[config.mk]
export PLATFORM = sky130hd
export DESIGN_NAME = sprite_eval_flat
export DESIGN_NICKNAME = d
export VERILOG_FILES = /design/src/rtl/sprite_eval_if.sv /design/src/rtl/sprite_eval.sv /design/src/flat_wrapper.sv
export SDC_FILE = /design/constraint.sdc
export NUM_CORES = 1
export LEC_CHECK = 0
export ABC_AREA = 1
export CAP_MARGIN = 20
export CORE_ASPECT_RATIO = 0.5
export CORE_UTILIZATION = 35
export CTS_CLUSTER_DIAMETER = 120
export DETAILED_ROUTE_END_ITERATION = 10
export MAX_ROUTING_LAYER = met4
export PLACE_DENSITY = 0.55
export SETUP_SLACK_MARGIN = 0.15
export SLEW_MARGIN = 20
export SYNTH_ARGS = -nofsm -noshare
export SYNTH_HDL_FRONTEND = slang
export SYNTH_SLANG_ARGS = --single-unit
[constraint.sdc]
create_clock -name clk -period 2.3 [get_ports clk]
set_input_delay 0.345 -clock clk [delete_from_list [all_inputs] [get_ports clk]]
set_output_delay 0.345 -clock clk [all_outputs]
set_load 0.05 [all_outputs]
[src/rtl/sprite_eval_if.sv]
// OAM read port, secondary buffer write port and control of the
// per-scanline sprite evaluator.
interface sprite_eval_if;
    logic       start;
    logic [7:0] scanline;
    logic [7:0] oam_r_addr;
    logic       oam_r_en;
    logic [7:0] oam_data;
    logic       sec_wr_en;
    logic [4:0] sec_wr_addr;
    logic [7:0] sec_wr_data;
    logic       busy;
    logic       done;
    logic [3:0] sprite_count;
    logic       overflow;

    modport master (
        output start, scanline, oam_data,
        input  oam_r_addr, oam_r_en, sec_wr_en, sec_wr_addr,
        input  sec_wr_data, busy, done, sprite_count, overflow
    );

    modport slave (
        input  start, scanline, oam_data,
        output oam_r_addr, oam_r_en, sec_wr_en, sec_wr_addr,
        output sec_wr_data, busy, done, sprite_count, overflow
    );
endinterface

[src/rtl/sprite_eval.sv]
// Scans 64 OAM entries per start and copies sprites covering the
// latched scanline into the secondary buffer, flagging overflow.
module sprite_eval #(
    parameter int NUM_SPRITES   = 64,
    parameter int MAX_PER_LINE  = 8,
    parameter int SPRITE_HEIGHT = 8
) (
    input logic        clk,
    input logic        rst_n,
    sprite_eval_if.slave bus
);
    typedef enum logic [2:0] {
        IDLE, FETCH_Y, CHECK_Y, COPY1, COPY2, COPY3, DONE
    } state_t;

    localparam logic [5:0] LAST = 6'(NUM_SPRITES - 1);
    localparam logic [3:0] FULL = 4'(MAX_PER_LINE);

    state_t     state;
    logic [5:0] n;
    logic [7:0] line;
    logic [8:0] diff;
    logic       hit;

    assign diff = {1'b0, line} - {1'b0, bus.oam_data};
    assign hit  = !diff[8] && (diff < 9'(SPRITE_HEIGHT));

    always_ff @(posedge clk or negedge rst_n) begin
        if (!rst_n) begin
            state            <= IDLE;
            n                <= '0;
            line             <= '0;
            bus.oam_r_addr   <= '0;
            bus.oam_r_en     <= 1'b0;
            bus.sec_wr_en    <= 1'b0;
            bus.sec_wr_addr  <= '0;
            bus.sec_wr_data  <= '0;
            bus.busy         <= 1'b0;
            bus.done         <= 1'b0;
            bus.sprite_count <= '0;
            bus.overflow     <= 1'b0;
        end else begin
            bus.sec_wr_en <= 1'b0;
            bus.done      <= 1'b0;
            unique case (state)
                IDLE: begin
                    if (bus.start) begin
                        line             <= bus.scanline;
                        n                <= '0;
                        bus.sprite_count <= '0;
                        bus.overflow     <= 1'b0;
                        bus.oam_r_addr   <= 8'h00;
                        bus.oam_r_en     <= 1'b1;
                        bus.busy         <= 1'b1;
                        state            <= FETCH_Y;
                    end
                end
                FETCH_Y: begin
                    // byte1 is requested speculatively so a hit needs no bubble
                    bus.oam_r_addr <= {n, 2'b01};
                    state          <= CHECK_Y;
                end
                CHECK_Y: begin
                    if (hit && bus.sprite_count < FULL) begin
                        bus.sec_wr_en   <= 1'b1;
                        bus.sec_wr_addr <= {bus.sprite_count[2:0], 2'b00};
                        bus.sec_wr_data <= bus.oam_data;
                        bus.oam_r_addr  <= {n, 2'b10};
                        state           <= COPY1;
                    end else if (hit || n == LAST) begin
                        bus.overflow   <= hit;
                        bus.oam_r_en   <= 1'b0;
                        bus.oam_r_addr <= '0;
                        bus.done       <= 1'b1;
                        state          <= DONE;
                    end else begin
                        n              <= n + 6'd1;
                        bus.oam_r_addr <= {n + 6'd1, 2'b00};
                        state          <= FETCH_Y;
                    end
                end
                COPY1: begin
                    bus.sec_wr_en   <= 1'b1;
                    bus.sec_wr_addr <= {bus.sprite_count[2:0], 2'b01};
                    bus.sec_wr_data <= bus.oam_data;
                    bus.oam_r_addr  <= {n, 2'b11};
                    state           <= COPY2;
                end
                COPY2: begin
                    bus.sec_wr_en   <= 1'b1;
                    bus.sec_wr_addr <= {bus.sprite_count[2:0], 2'b10};
                    bus.sec_wr_data <= bus.oam_data;
                    bus.oam_r_en    <= 1'b0;
                    bus.oam_r_addr  <= '0;
                    state           <= COPY3;
                end
                COPY3: begin
                    bus.sec_wr_en    <= 1'b1;
                    bus.sec_wr_addr  <= {bus.sprite_count[2:0], 2'b11};
                    bus.sec_wr_data  <= bus.oam_data;
                    bus.sprite_count <= bus.sprite_count + 4'd1;
                    if (n == LAST) begin
                        bus.done <= 1'b1;
                        state    <= DONE;
                    end else begin
                        n              <= n + 6'd1;
                        bus.oam_r_addr <= {n + 6'd1, 2'b00};
                        bus.oam_r_en   <= 1'b1;
                        state          <= FETCH_Y;
                    end
                end
                DONE: begin
                    bus.busy <= 1'b0;
                    state    <= IDLE;
                end
                default: state <= IDLE;
            endcase
        end
    end
endmodule

[src/flat_wrapper.sv]
// flat-port wrapper written by rule: the top's interface ports become plain ports
module sprite_eval_flat 
#(
    parameter int NUM_SPRITES   = 64,
    parameter int MAX_PER_LINE  = 8,
    parameter int SPRITE_HEIGHT = 8
)
  (clk, rst_n, bus_start, bus_scanline, bus_oam_data, bus_oam_r_addr, bus_oam_r_en, bus_sec_wr_en, bus_sec_wr_addr, bus_sec_wr_data, bus_busy, bus_done, bus_sprite_count, bus_overflow);
  sprite_eval_if bus_i ();
  input logic clk;
  input logic rst_n;
  input wire logic [$bits(bus_i.start)-1:0] bus_start;
  input wire logic [$bits(bus_i.scanline)-1:0] bus_scanline;
  input wire logic [$bits(bus_i.oam_data)-1:0] bus_oam_data;
  output wire logic [$bits(bus_i.oam_r_addr)-1:0] bus_oam_r_addr;
  output wire logic [$bits(bus_i.oam_r_en)-1:0] bus_oam_r_en;
  output wire logic [$bits(bus_i.sec_wr_en)-1:0] bus_sec_wr_en;
  output wire logic [$bits(bus_i.sec_wr_addr)-1:0] bus_sec_wr_addr;
  output wire logic [$bits(bus_i.sec_wr_data)-1:0] bus_sec_wr_data;
  output wire logic [$bits(bus_i.busy)-1:0] bus_busy;
  output wire logic [$bits(bus_i.done)-1:0] bus_done;
  output wire logic [$bits(bus_i.sprite_count)-1:0] bus_sprite_count;
  output wire logic [$bits(bus_i.overflow)-1:0] bus_overflow;
  assign bus_i.start = bus_start;
  assign bus_i.scanline = bus_scanline;
  assign bus_i.oam_data = bus_oam_data;
  assign bus_oam_r_addr = bus_i.oam_r_addr;
  assign bus_oam_r_en = bus_i.oam_r_en;
  assign bus_sec_wr_en = bus_i.sec_wr_en;
  assign bus_sec_wr_addr = bus_i.sec_wr_addr;
  assign bus_sec_wr_data = bus_i.sec_wr_data;
  assign bus_busy = bus_i.busy;
  assign bus_done = bus_i.done;
  assign bus_sprite_count = bus_i.sprite_count;
  assign bus_overflow = bus_i.overflow;
  sprite_eval #(.NUM_SPRITES(NUM_SPRITES), .MAX_PER_LINE(MAX_PER_LINE), .SPRITE_HEIGHT(SPRITE_HEIGHT)) u_core (.clk(clk), .rst_n(rst_n), .bus(bus_i));
endmodule
After elaboration in Yosys (flattened, before gate mapping)
Cells that the tools add are included.
{"block": "classes", "addsub": 3, "n_lt_le_gt_ge": 2, "n_eq_ne": 13, "mux": 37, "reduce_logical": 23}
{"operator": "$pmux 8 s6", "n": 1}
{"operator": "$mux 8", "n": 5}
{"operator": "$mux 6", "n": 4}
{"operator": "$pmux 5 s4", "n": 1}
{"operator": "$pmux 3 s6", "n": 1}
{"operator": "$pmux 6 s3", "n": 1}
{"operator": "$pmux 8 s2", "n": 1}
{"operator": "$mux 3", "n": 4}
{"operator": "$mux 1", "n": 11}
{"operator": "$reduce_and 2->1", "n": 5}
{"operator": "$reduce_and 5->1", "n": 2}
{"operator": "$eq 3x3->1 const B", "n": 3}
{"operator": "$lt 9x4->1 const B", "n": 1}
{"operator": "$sub 8x8->9", "n": 1}
{"operator": "$ne 2x2->1 const B", "n": 4}
{"operator": "$pmux 1 s2", "n": 4}
{"operator": "$pmux 4 s2", "n": 1}
{"operator": "$reduce_bool 2->1", "n": 4}
{"operator": "$reduce_bool 4->1", "n": 2}
{"operator": "$add 6x1->6 const B", "n": 1}
{"operator": "$eq 3x2->1 const B", "n": 2}
{"operator": "$eq 6x6->1 const B", "n": 1}
{"operator": "$reduce_bool 6->1", "n": 1}
{"operator": "$mux 5", "n": 1}
{"operator": "other kinds (14)", "n": 16}
{"block": "totals", "regBits": 47, "output_inout_bits": 30, "word_cells": 90}

Depth between registers and ports, before layout
{"block": "depth", "depth_word": 7, "ltp_mapped": 18, "mapped_depth_nobuf": 18}

Least setup slack after synthesis
Ideal clock, no wire load.
{"block": "synth_path", "path_type": "input to register", "start": "input bus_oam_data[4]", "end": "register u_core.bus.sec_wr_addr[3]", "setup_ns": 0.120, "arrival_time_ns": 1.850, "t_required_ns": 2.180, "path_slack_ns": 0.330, "cell_stages": 15, "cell_sequence": "inv_1 -> ha_1 -> nand2_1 -> inv_1 -> a21oi_2 -> nand3_1 -> nand2_2 -> nand2_4 -> nor2_8 -> nand3_2 -> nand2_1 -> nand2_2 -> buf_6 -> nand2_1 -> o21ai_2"}
{"block": "synth_via", "elab_chain_cells": 6}
{"item": "start, declared", "line_no": "flat_wrapper.sv:14", "rtl": "input wire logic [$bits(bus_i.oam_data)-1:0] bus_oam_data;"}
{"item": "$sub 8x8->9 (*)", "line_no": "sprite_eval.sv:25", "rtl": "assign diff = {1'b0, line} - {1'b0, bus.oam_data};"}
{"item": "$lt 9x4->1 / $logic_not 1->1 (equally long branches)", "line_no": "sprite_eval.sv:26", "rtl": "assign hit = !diff[8] && (diff < 9'(SPRITE_HEIGHT));"}
{"item": "$logic_and 1x1->1 (*)", "line_no": "sprite_eval.sv:26"}
{"item": "$logic_and 1x1->1 (*)", "line_no": "sprite_eval.sv:64", "rtl": "if (hit && bus.sprite_count < FULL) begin"}
{"item": "$ne 2x1->1 (no line) (*)"}
{"item": "$reduce_and 2->1 (no line) (*)"}
{"item": "end signal, assigned", "line_no": "sprite_eval.sv:66", "rtl": "bus.sec_wr_addr <= {bus.sprite_count[2:0], 2'b00};"}
{"item": "end signal, assigned", "line_no": "sprite_eval.sv:84", "rtl": "bus.sec_wr_addr <= {bus.sprite_count[2:0], 2'b01};"}
{"item": "end signal, assigned", "line_no": "sprite_eval.sv:91", "rtl": "bus.sec_wr_addr <= {bus.sprite_count[2:0], 2'b10};"}
{"item": "end, declared", "line_no": "sprite_eval_if.sv:25", "rtl": "output oam_r_addr, oam_r_en, sec_wr_en, sec_wr_addr,"}
Mark *: on every way between the ends. The rest lies on a longest branch, timed or not.
A chain may end at the register's enable or synchronous reset.

Worst setup path in the final report
{"block": "layout_path", "start": "register u_core.line[5]", "end": "register u_core.n[3]"}
{"block": "layout_via", "elab_chain_cells": 6}
{"item": "start, declared", "line_no": "sprite_eval.sv:21", "rtl": "logic [7:0] line;"}
{"item": "start signal, assigned", "line_no": "sprite_eval.sv:48", "rtl": "line <= bus.scanline;"}
{"item": "$sub 8x8->9 (*)", "line_no": "sprite_eval.sv:25"}
{"item": "$lt 9x4->1 / $logic_not 1->1 (equally long branches)", "line_no": "sprite_eval.sv:26"}
{"item": "$logic_and 1x1->1 (*)", "line_no": "sprite_eval.sv:26"}
{"item": "$logic_or 1x1->1 / $logic_and 1x1->1 (equally long branches)", "line_no": "sprite_eval.sv:70, sprite_eval.sv:64"}
{"item": "$ne 2x2->1 (no line)"}
{"item": "$reduce_and 5->1 (no line) (*)"}
{"item": "end signal, assigned", "line_no": "sprite_eval.sv:77", "rtl": "n <= n + 6'd1;"}
{"item": "end signal, assigned", "line_no": "sprite_eval.sv:106", "rtl": "n <= n + 6'd1;"}
{"item": "end, declared", "line_no": "sprite_eval.sv:20", "rtl": "logic [5:0] n;"}
Marks and branches as above.

==> impl_metrics.tcl <==
set metrics [dict create \
    synth_warnings 0 \
    hold_class "in -> async" \
    vias 2430 \
    yosysUniqueCellTypes 31 \
    start_util 0.366 \
    final_cell_area_um2 4130 \
    ant_nets 0 \
    dieWidth_um 127 \
    hold_slack_ns 0.135 \
    setup_viol 0 \
    htree_levels 2 \
    dr.pass1.iters 5 \
    syn_inst 334 \
    worstPathRequired_ns 2.49 \
    final_common_cell "nand2_1" \
    cts-buffers-inserted 5 \
    drc 0 \
    cts_sinks 47 \
    rrSetupSlack_ns 0.18 \
    async_flop_share 1.00 \
    place_area_um2 3470 \
    syn_to_final_growth_pct 52.4 \
    post_drt_wl_per_cell_um 13.4 \
    grt_pass1_wl_um 11600 \
    finalCritPeriodShare 0.923 \
    yosysSeqAreaShare 0.434 \
    synth_edf_count 0 \
    dp_hpwl_um 4960 \
    rsz0062_at_grt "yes" \
    routed_wl_um 7020 \
    clockRootBuffer "clkbuf_16" \
    fin_skew_ns 0.0103 \
    endpoint_kind "flip-flop" \
    grt_pass1_vias 2467 \
    drv_slew 0 \
    clk_pin_slew_ns 0.07 \
    coreArea_um2 7400 \
    layout.cells.non_filler 522 \
    numPlacedInstances 497 \
    avgSynthCellArea_um2 8.12 \
    power_density_nw_per_um2 1510 \
    grtUsageTotal 0.191 \
    cp-start-kind "flip-flop" \
    postCtsHoldBufs 0 \
    slew_headroom 0.597 \
    critPathMaxFanout 5 \
    synth_area_um2 2710 \
    drive_gt1_frac 0.399 \
    worstMarginPinSlew_ns 0.605 \
    drt_iter0_drc 113 \
    antennaDiodeCount 0 \
    grt-ovfl-total 0 \
    globalplace.congestion 0.848 \
    hold_viol_final 0 \
    worstSkewPairLatency_ns 0.30 \
    synthesis.nets 362 \
    num_rows 22 \
    antenna_found_initial 0 \
    tritoncts "built" \
    grt_max_degree 48 \
    drv_cap 0 \
    final_cell_mix "75 x nand2_1, 47 x dfrtp_1, 40 x clkdlybuf4s50_1, 34 x nand2_2, 33 x buf_4" \
    die-area_um2 8130 \
    timing.fmax_mhz 471 \
    status "finished clean" \
    crit_type "reg -> reg" \
    vdd_drop_max_mv 0.764 \
    ios 49 \
    clk_path_buf_depth 2 \
    port_buffers 48 \
    via_per_inst 4.66 \
    cp.arrival_ns 2.32 \
    nets 453 \
    ys_ff_latch 47 \
    die_h_um 64.3 \
    synthFlopType "dfrtp_1" \
    power.leakage_nw 2.03 \
    fin_crit_ns 2.12 \
]
-- report_power, final --
part / total, mW / switching, mW / internal, mW
clock network: 0.756 / 0.349 / 0.407
logic: 4.10 / 2.37 / 1.73
registers: 1.36 / 0.252 / 1.11
-- layer usage --
layer / GRT usage / wire length [µm]
met1: 0.236 / 3280
met2: 0.307 / 3480
met3: 0.0360 / 139
met4: 0.0843 / 121
met5: - / 0
-- cell usage after synthesis, types with 2 or more instances --
master    number  area share
nand2_1      112        0.15
dfrtp_1       47        0.43
inv_1         43       0.060
nand3_1       17       0.031
nor2_1        15       0.021
o21ai_2       14       0.045
nand2_2       12       0.028
ha_1           9       0.042
inv_2          8       0.011
o21ai_0        8       0.015
mux2_2         7       0.029
xor2_1         5       0.016
a21oi_1        4      0.0074
nand3_2        4       0.015
nor2_2         4      0.0092
buf_6          3       0.012
nor2_4         3       0.012
a21oi_2        2      0.0065
nand2_4        2      0.0083
nand3b_1       2      0.0055
nand4_1        2      0.0046
o22ai_1        2      0.0046
-- critical path: stages, from the launching register on --
cell,delay [ns]
dfrtp_1,0.41
ha_4,0.25
nand2_4,0.10
inv_2,0.04
a21oi_2,0.14
nand2_1,0.07
nand2_1,0.07
nand2_2,0.07
nand2_4,0.08
nor2_8,0.04
buf_4,0.14
nand2_8,0.08
nand2_4,0.06
nand2_4,0.08
nand3_4,0.13
buf_12,0.17
nand2_2,0.05
o21ai_2,0.05
-- flip-flops by register name, summed over array words and instances (netlist names) --
| signal | count |
|---|---|
| u_core.bus.sec_wr_data | 8 |
| u_core.bus.oam_r_addr | 8 |
| u_core.bus.oam_r_en | 1 |
| u_core.bus.overflow | 1 |
| u_core.bus.sec_wr_en | 1 |
| u_core.bus.done | 1 |
| u_core.line | 8 |
| u_core.bus.sec_wr_addr | 5 |
| u_core.state | 3 |
| u_core.n | 6 |
| u_core.bus.busy | 1 |
| u_core.bus.sprite_count | 4 |
-- final timing paths --
path                                              to  cells after the start                     start
max                                      u_core.n[3]                     17            u_core.line[5]
min                                   u_core.line[5]                      2                     rst_n
max reg2reg                              u_core.n[3]                     17            u_core.line[5]
min reg2reg                 u_core.bus.oam_r_addr[0]                      2  u_core.bus.oam_r_addr[0]
max in group asynchronous             u_core.line[3]                      2                     rst_n
min in group clk           u_core.bus.sec_wr_data[7]                      3           bus_oam_data[7]
-- per-stage QoR --
stage	TNS (ns)	worst slack, ns	power [mW]	utilization
after floorplan	0	0.330	3.47	-
after global placement	-8.98	-0.361	4.40	0.468
after detailed placement	-10.32	-0.408	4.43	0.468
after CTS	0	0.147	5.82	0.531
after global routing	0	0.0611	6.62	0.558
final	0	0.176	6.22	0.558
-- area by class of cell --
class,instances,area (µm²)
repair buffers,88,847
multi-input cells,232,1650
fillers,691,3270
inverters,51,194
clock inverters,3,23.8
flip-flops and latches,47,1180
clock buffers,5,125
well taps,96,120
-- timing repair --
item,4_1_cts,5_1_grt
gates cloned,2,0
resized for setup,48,54
pin swaps,22,25
endpoints found under the setup margin,31,31
hold endpoints to repair,0,0
buffers inserted,12,3
-- logic make-up (layout without fill, tap and decap cells) --
family | Yosys count | after routing | share of synthesized area
xor gates and xnor gates | 6 | 6 | 0.0194
AOI/OAI and AO/OA | 34 | 34 | 0.0881
and+or+nand+nor | 176 | 176 | 0.303
DFF | 47 | 47 | 0.434
muxes | 7 | 7 | 0.0291
buffers and inverters | 55 | 147 | 0.0849
adders and majority gates | 9 | 9 | 0.0415
No activity file was read; power rests on OpenSTA's default activity.
